## src/rtl/fifo_read_sequencer.sv

```systemverilog
// fifo_read_sequencer
//   Read-side controller for the asynchronous FIFO of the I2C-APB interface.
//   On an accepted start it pops byte_count words from the FIFO read port and
//   presents them one at a time to the I2C byte engine over valid/ready.
//   A transfer ends after the last handshake (status 00), after stall_limit
//   consecutive empty cycles while fetching (status 01), or on abort
//   (status 10). done pulses for one cycle on the edge that returns to IDLE.
//
// Ports
//   read_clk        clock, rising edge
//   read_reset      asynchronous active-high reset
//   start           one-cycle command, acted on only while idle
//   byte_count      transfer length, sampled with start
//   abort           terminates an active transfer
//   read_empty      FIFO empty flag (registered inside the FIFO)
//   read_data       FIFO word at the read address, valid while not empty
//   read_increment  FIFO pop strobe (combinational)
//   byte_data       registered byte presented to the I2C engine
//   byte_valid      byte_data is valid
//   byte_ready      I2C engine accepts the byte
//   busy            transfer in progress
//   done            one-cycle end-of-transfer pulse
//   status          00 ok, 01 underrun, 10 aborted; held until next start
//   bytes_sent      handshakes completed in the current or last transfer

module fifo_read_sequencer #(
  parameter int data_width  = 8,
  parameter int count_width = 8,
  parameter int stall_limit = 255   // must be at least 1
) (
  input  logic                   read_clk,
  input  logic                   read_reset,
  input  logic                   start,
  input  logic [count_width-1:0] byte_count,
  input  logic                   abort,
  input  logic                   read_empty,
  input  logic [data_width-1:0]  read_data,
  output logic                   read_increment,
  output logic [data_width-1:0]  byte_data,
  output logic                   byte_valid,
  input  logic                   byte_ready,
  output logic                   busy,
  output logic                   done,
  output logic [1:0]             status,
  output logic [count_width-1:0] bytes_sent
);

  localparam int stall_width = (stall_limit < 2) ? 1 : $clog2(stall_limit + 1);
  // Value of the stall counter during the empty cycle that completes the limit.
  localparam logic [stall_width-1:0] stall_last = stall_width'(stall_limit - 1);

  localparam logic [1:0] status_ok       = 2'b00;
  localparam logic [1:0] status_underrun = 2'b01;
  localparam logic [1:0] status_aborted  = 2'b10;

  typedef enum logic [1:0] {
    IDLE    = 2'd0,
    FETCH   = 2'd1,
    PRESENT = 2'd2
  } state_t;

  state_t state, state_next;

  logic [count_width-1:0] remaining;
  logic [stall_width-1:0] stall_count;

  logic in_fetch;
  logic in_present;
  logic accept;
  logic zero_start;
  logic handshake;
  logic last_byte;
  logic stall_tick;
  logic finish_ok;
  logic finish_underrun;
  logic finish_abort;

  // ---------------------------------------------------------------------------
  // State register
  // ---------------------------------------------------------------------------
  always_ff @(posedge read_clk or posedge read_reset) begin
    if (read_reset) begin
      state <= IDLE;
    end else begin
      state <= state_next;
    end
  end

  // ---------------------------------------------------------------------------
  // Next-state logic
  // ---------------------------------------------------------------------------
  always_comb begin
    state_next = state;
    unique case (state)
      IDLE: begin
        if (accept) begin
          state_next = FETCH;
        end
      end
      FETCH: begin
        if (abort) begin
          state_next = IDLE;
        end else if (!read_empty) begin
          state_next = PRESENT;
        end else if (finish_underrun) begin
          state_next = IDLE;
        end
      end
      PRESENT: begin
        if (abort) begin
          state_next = IDLE;
        end else if (handshake) begin
          if (last_byte) begin
            state_next = IDLE;
          end else if (read_empty) begin
            state_next = FETCH;
          end
        end
      end
      default: state_next = IDLE;
    endcase
  end

  // ---------------------------------------------------------------------------
  // Output / control decode
  // ---------------------------------------------------------------------------
  always_comb begin
    in_fetch        = (state == FETCH);
    in_present      = (state == PRESENT);
    busy            = (state != IDLE);
    accept          = (state == IDLE) && start && (byte_count != '0);
    zero_start      = (state == IDLE) && start && (byte_count == '0);
    finish_abort    = (in_fetch || in_present) && abort;
    // A handshake coinciding with abort is dropped, so it never counts.
    handshake       = in_present && byte_valid && byte_ready && !abort;
    last_byte       = (remaining == count_width'(1));
    finish_ok       = handshake && last_byte;
    stall_tick      = in_fetch && read_empty && !abort;
    finish_underrun = stall_tick && (stall_count == stall_last);
    // Pops are gated by read_empty here rather than trusting the FIFO to
    // ignore a pop while empty; the PRESENT pop refills behind the handshake.
    read_increment  = !read_empty && !abort &&
                      (in_fetch || (handshake && !last_byte));
  end

  // ---------------------------------------------------------------------------
  // Datapath and status registers
  // ---------------------------------------------------------------------------
  always_ff @(posedge read_clk or posedge read_reset) begin
    if (read_reset) begin
      byte_data   <= '0;
      byte_valid  <= 1'b0;
      done        <= 1'b0;
      status      <= status_ok;
      bytes_sent  <= '0;
      remaining   <= '0;
      stall_count <= '0;
    end else begin
      done <= finish_ok || finish_underrun || finish_abort || zero_start;

      if (accept) begin
        remaining   <= byte_count;
        bytes_sent  <= '0;
        status      <= status_ok;
        stall_count <= '0;
      end

      if (zero_start) begin
        bytes_sent <= '0;
        status     <= status_ok;
      end

      if (handshake) begin
        bytes_sent <= bytes_sent + count_width'(1);
        if (remaining != '0) begin
          remaining <= remaining - count_width'(1);
        end
      end

      if (read_increment) begin
        byte_data   <= read_data;
        stall_count <= '0;
      end else if (stall_tick) begin
        stall_count <= stall_count + stall_width'(1);
      end

      if (read_increment) begin
        byte_valid <= 1'b1;
      end else if (handshake || finish_abort) begin
        byte_valid <= 1'b0;
      end

      if (finish_underrun) begin
        status <= status_underrun;
      end else if (finish_abort) begin
        status <= status_aborted;
      end
    end
  end

endmodule
```

## config.mk

```make
export PLATFORM = sky130hd
export DESIGN_NAME = fifo_read_sequencer
export DESIGN_NICKNAME = d
export VERILOG_FILES = /design/src/rtl/fifo_read_sequencer.sv
export SDC_FILE = /design/constraint.sdc
export NUM_CORES = 1
export LEC_CHECK = 0
export ABC_CLOCK_PERIOD_IN_PS = 2360
export CORE_ASPECT_RATIO = 2
export CORE_UTILIZATION = 41
export CTS_CLUSTER_SIZE = 24
export DETAILED_ROUTE_END_ITERATION = 6
export PLACE_DENSITY = 0.75
export SKIP_CTS_REPAIR_TIMING = 1
export SLEW_MARGIN = 20
export SYNTH_ARGS = -nofsm -noshare
export SYNTH_HDL_FRONTEND = slang
export SYNTH_SLANG_ARGS = --single-unit
```

## constraint.sdc

```tcl
create_clock -name read_clk -period 2.36 [get_ports read_clk]
set_input_delay 0.59 -clock read_clk [delete_from_list [all_inputs] [get_ports read_clk]]
set_output_delay 0.59 -clock read_clk [all_outputs]
set_load 0.005 [all_outputs]
```

Yosys cells after proc, flatten, opt, wreduce, memory -nomap -nowiden
Index checks and enable logic that the tools add are counted.
{"block": "totals", "ff_bits": 38}
{"block": "op_classes", "add_sub_neg": 3, "n_eq_ne": 8, "n_mux": 23, "reduce_logical": 33}
{"cell": "$mux W8", "n": 8}
{"cell": "$mux W2", "n": 12}
{"cell": "$add A8 B1 Y8 const B", "n": 2}
{"cell": "$reduce_bool A8 Y1", "n": 2}
{"cell": "$logic_and A1 B1 Y1", "n": 14}
{"cell": "$eq A8 B1 Y1 const B", "n": 1}
{"cell": "$eq A8 B8 Y1 const B", "n": 1}
{"cell": "$logic_not A8 Y1", "n": 1}
{"cell": "$ne A4 B3 Y1 const B", "n": 2}
{"cell": "$sub A8 B1 Y8 const B", "n": 1}
{"cell": "$logic_or A1 B1 Y1", "n": 6}
{"cell": "$pmux W2 S3", "n": 1}
{"cell": "$reduce_bool A3 Y1", "n": 2}
{"cell": "$reduce_and A4 Y1", "n": 1}
{"cell": "$reduce_bool A2 Y1", "n": 2}
{"cell": "$reduce_bool A4 Y1", "n": 1}
{"cell": "$logic_not A1 Y1", "n": 3}
{"cell": "$ne A3 B2 Y1 const B", "n": 1}
{"cell": "$eq A2 B1 Y1 const B", "n": 1}
{"cell": "$eq A2 B2 Y1 const B", "n": 1}
{"cell": "$logic_not A2 Y1", "n": 1}
{"cell": "$mux W1", "n": 2}
{"cell": "$ne A2 B2 Y1 const B", "n": 1}

Logic depth before layout (Yosys ltp)
Gate-level depths: netlist (run 1).
{"block": "logic_depth", "ltp_word": 8, "mapped_depth": 8, "mapped_depth_nobuf": 7}

Least setup slack after synthesis (run 1)
OpenSTA, ideal clock, no wires.
{"block": "synth_timing", "path_kind": "input -> register", "from": "in byte_count[4]", "to": "reg state[0]", "setup_time_ps": 125, "t_arrival_ps": 1827, "t_required_ps": 2235, "path_slack_ps": 409, "path_stages": 5, "n_path_buf": 0, "path_cell_list": "or4_4 o21ai_0 a22oi_1 o211ai_2 mux2_2"}
{"block": "synth_between", "elab_chain_len": 4}
{"element": "from (decl)", "line": "34", "source": "input logic [count_width-1:0] byte_count,"}
{"element": "$reduce_bool A8 Y1", "line": "131", "source": "accept = (state == IDLE) && start && (byte_count != '0);"}
{"element": "$logic_and A1 B1 Y1", "line": "131"}
{"element": "$ne A2 B2 Y1 (no line)"}
{"element": "$reduce_and A4 Y1 (no line)"}
{"element": "to (signal assigned)", "line": "85", "source": "state <= state_next;"}
{"element": "to (decl)", "line": "62", "source": "state_t state, state_next;"}
Every way passes these cells.
A chain may end at the register's enable or synchronous reset.

Worst setup path after layout (run 1)
{"block": "layout_timing", "from": "in abort", "to": "out read_increment"}
{"block": "layout_between", "elab_chain_len": 5, "elab_cells_between_ends": 6, "classes_between": "reduce/logical (6)"}
{"element": "from (decl)", "line": "35", "source": "input logic abort,"}
{"element": "$logic_not A1 Y1 *", "line": "135, 142"}
{"element": "$logic_and A1 B1 Y1", "line": "135", "source": "handshake = in_present && byte_valid && byte_ready && !abort;"}
{"element": "$logic_and A1 B1 Y1", "line": "143", "source": "(in_fetch || (handshake && !last_byte));"}
{"element": "$logic_or A1 B1 Y1", "line": "143"}
{"element": "$logic_and A1 B1 Y1 *", "line": "142", "source": "read_increment = !read_empty && !abort &&"}
{"element": "to (decl)", "line": "38", "source": "output logic read_increment,"}
Every way passes the cells marked *; elsewhere a longest branch is shown, timed or not.

==> out/qor.yml, run 1 <==
run_status:
  status: "finished clean"
placed_design:
  placed_cells: 329
  post-dp-hpwl_um: 3980
  place_congestion: 0.864
  numPortBuffers: 43
die:
  core.rowCount: 36
  die_y_um: 103
  fp.dieW_um: 52.7
  core_area_mm2: 0.00491
  dieArea_mm2: 0.00544
  initial_core_util_pct: 42.9
  io_pins: 44
layout:
  n_antenna_cell: 0
  multiInputGateArea_mm2: 0.00111
  nFillCells: 451
  final_cells: 337
  seq_area_um2: 951
  layout-drive-gt1-share_pct: 18.2
  area_growth_pct: 35.1
  utilization_pct: 57.9
  final_nets: 311
cts:
  cts_buffers: 5
  cts_tree: "done"
  htree_levels: 2
  clkSlewWorstSetupHoldPaths_ps: 70
  clk_path_buf_depth: 2
  cts_root_buffer: "clkbuf_8"
  clock_latency_ps: 290
  clkSinkCount: 38
critical_path:
  endpoint_kind: "primary output"
  crit_path_max_fanout: 2
  worstPathCellList: "clkdlybuf4s50_1 > nand4b_4 > a41oi_2 > o21ai_2 > inv_1 > dlymetal6s2s_1"
  crit_buf_inv: 3
  max_stage_delay_ps: 440
  cpLargestDelayFamily: "buffers and inverters"
  critPathLaunchType: "primary input"
  crit_path_top_delay_cell: "clkdlybuf4s50_1"
  critical_path_class: "primary input to primary output"
  cp.arrival_ps: 1690
  cp.required_ps: 1770
  ff2ff_setup_slack_ps: 360
routing:
  drt_iter0_drc: 34
  via_count: 1875
  drc_errors: 0
  wire_per_inst_um: 14.8
  drt-vias-per-instance: 5.56
  antenna_left: 0
  routed_wl_um: 4970
  drtPass1Iterations: 4
timing:
  grt_setup_unrepaired: "false"
  slew_headroom_pct: 61.4
  drv_slew: 0
  hold_viol: 0
  setup_viol: 0
  post-route-min-period_ps: 2280
  fin_crit_sh_pct: 96.5
  tightestPinTransition_ps: 574
  fin_worst_skew_ps: 7.12
  fmax_mhz: 439
power_and_ir_drop:
  power_density_mw_per_mm2: 899
  p_leak_nw: 1.32
  ir_worst_vdd_mv: 0.636
logic_synthesis:
  yosys_warnings: 0
  syn_area_per_cell_um2: 9.83
  synthFlopType: "dfrtp_1"
  ys_types: 51
  synth_top_area_share_pct: 45.2
  syn_inst: 214
  ys_seq_elements: 38
  synth.largest_area_cell: "dfrtp_1"
  synth_edf_count: 0
  yosysSeqAreaShare_pct: 45.2
  synth.net_count: 246
  synthArstFlopShare_pct: 100
  netlist_top_cells_area: "dfrtp_1, ha_1, mux2_2, nand2_1, nand3_1"
  synth_area_mm2: 0.00210
global_routing:
  antenna_found_initial: 0
  track_usage_pct: 20.8
  grt_overflow: 0
  grt_max_degree: 39
  grt_first_pass_wirelength_um: 8130
  first_global_vias: 1850
flow_run:
  drv_cap: 0
worst_hold_path:
  min_path_type: "register to register"
[path summary, 6_finish.rpt]
kind	endpoint	from	cells past startpoint
hold / removal	status[0]	status[0]	2
setup reg to reg	remaining[2]	state[0]	8
setup / recovery	read_increment	abort	6
min in group asynchronous	bytes_sent[3]	read_reset	3
hold reg to reg	status[0]	status[0]	2
max in group asynchronous	stall_count[1]	read_reset	3
[power breakdown]
part / switching [mW] / total (mW) / internal (mW)
clock: 0.218 / 0.453 / 0.236
sequential: 0.168 / 1.01 / 0.845
combinational: 0.503 / 1.09 / 0.586
[logic make-up after synthesis]
kind of cell               synth area share, %
buffers and inverters                     2.79
and+or+nand+nor                           23.3
DFF                                       45.2
adders and majority gates                 5.95
AOI/OAI and AO/OA                         17.0
xor gates and xnor gates                 0.416
muxes                                     5.35
[Yosys cell counts, drive strengths merged, types with 2 or more instances]
master / number
o211ai: 2
nand2b: 2
nor3: 6
nand4b: 2
clkbuf: 3
nor4: 2
dfrtp: 38
a211o: 4
ha: 10
mux2: 10
nand2: 23
and3: 6
nand3: 15
a311oi: 2
a21oi: 8
nor2: 16
buf: 3
o211a: 2
nand3b: 2
nand4: 6
or4: 2
inv: 8
nor2b: 2
o21ai: 17
a211oi: 2
o31ai: 2
[layout make-up]
type / count / area share, %
multi-input combinational: 162 / 38.9
sequential: 38 / 33.5
timing repair buffer: 64 / 20.9
clock buffer: 7 / 3.04
tap: 57 / 2.51
inverter: 8 / 1.06
clock inverter: 1 / 0.176
[registers in the layout, indices dropped and copies added (netlist names)]
register,count
byte_data,8
byte_valid,1
bytes_sent,8
done,1
remaining,8
stall_count,8
state,2
status,2
[metal layers]
metal	GRT usage (%)	wire, um	share of wire [%]	vias to the layer above
li1	-	-	-	921
met1	19.9	1740	35	919
met2	41.4	3010	61	27
met3	3.51	105	2.1	8
met4	8.30	121	2.4	0
met5	0	0	0	-
[per-stage QoR]
stage	hold WS, ps	setup TNS [ps]	power, mW	cell area, um^2	worst slack (ps)
2_1_floorplan	459	0	1.58	2100	409
3_3_place_gp	477	-1070	2.09	2740	-375
3_5_place_dp	494	-1500	2.11	2740	-396
4_1_cts	512	-407	2.57	2830	-407
5_1_grt	533	0	2.73	2840	28.5
6_report	505	0	2.56	2840	82.3
[worst min-delay path: stages, from the launching register on]
cell and delay, ps:
dfrtp_1 350, nand3_1 60, nand2_1 60
[cells in the final DEF (no fill, tap or decap), drive strengths merged, types with 4 or more instances in the layout]
| master | count |
|---|---|
| clkdlybuf4s50 | 41 |
| dfrtp | 38 |
| nand2 | 23 |
| buf | 21 |
| o21ai | 17 |
| nor2 | 16 |
| nand3 | 15 |
| mux2 | 10 |
| ha | 10 |
| inv | 8 |
| a21oi | 8 |
| clkbuf | 7 |
| and3 | 6 |
| nand4 | 6 |
| nor3 | 6 |
| a211o | 4 |
Power figures use the tool's default switching activity.
==> run 2, diff against run 1 <==
--- a/config.mk
+++ b/config.mk
@@ -6,6 +6,7 @@
 export NUM_CORES = 1
 export LEC_CHECK = 0
 export ABC_CLOCK_PERIOD_IN_PS = 2360
+export CAP_MARGIN = 20
 export CORE_ASPECT_RATIO = 2
 export CORE_UTILIZATION = 41
 export CTS_CLUSTER_SIZE = 24
==> results of run 2 <==
Final layout, timing and power as in run 1 (identical DEF).
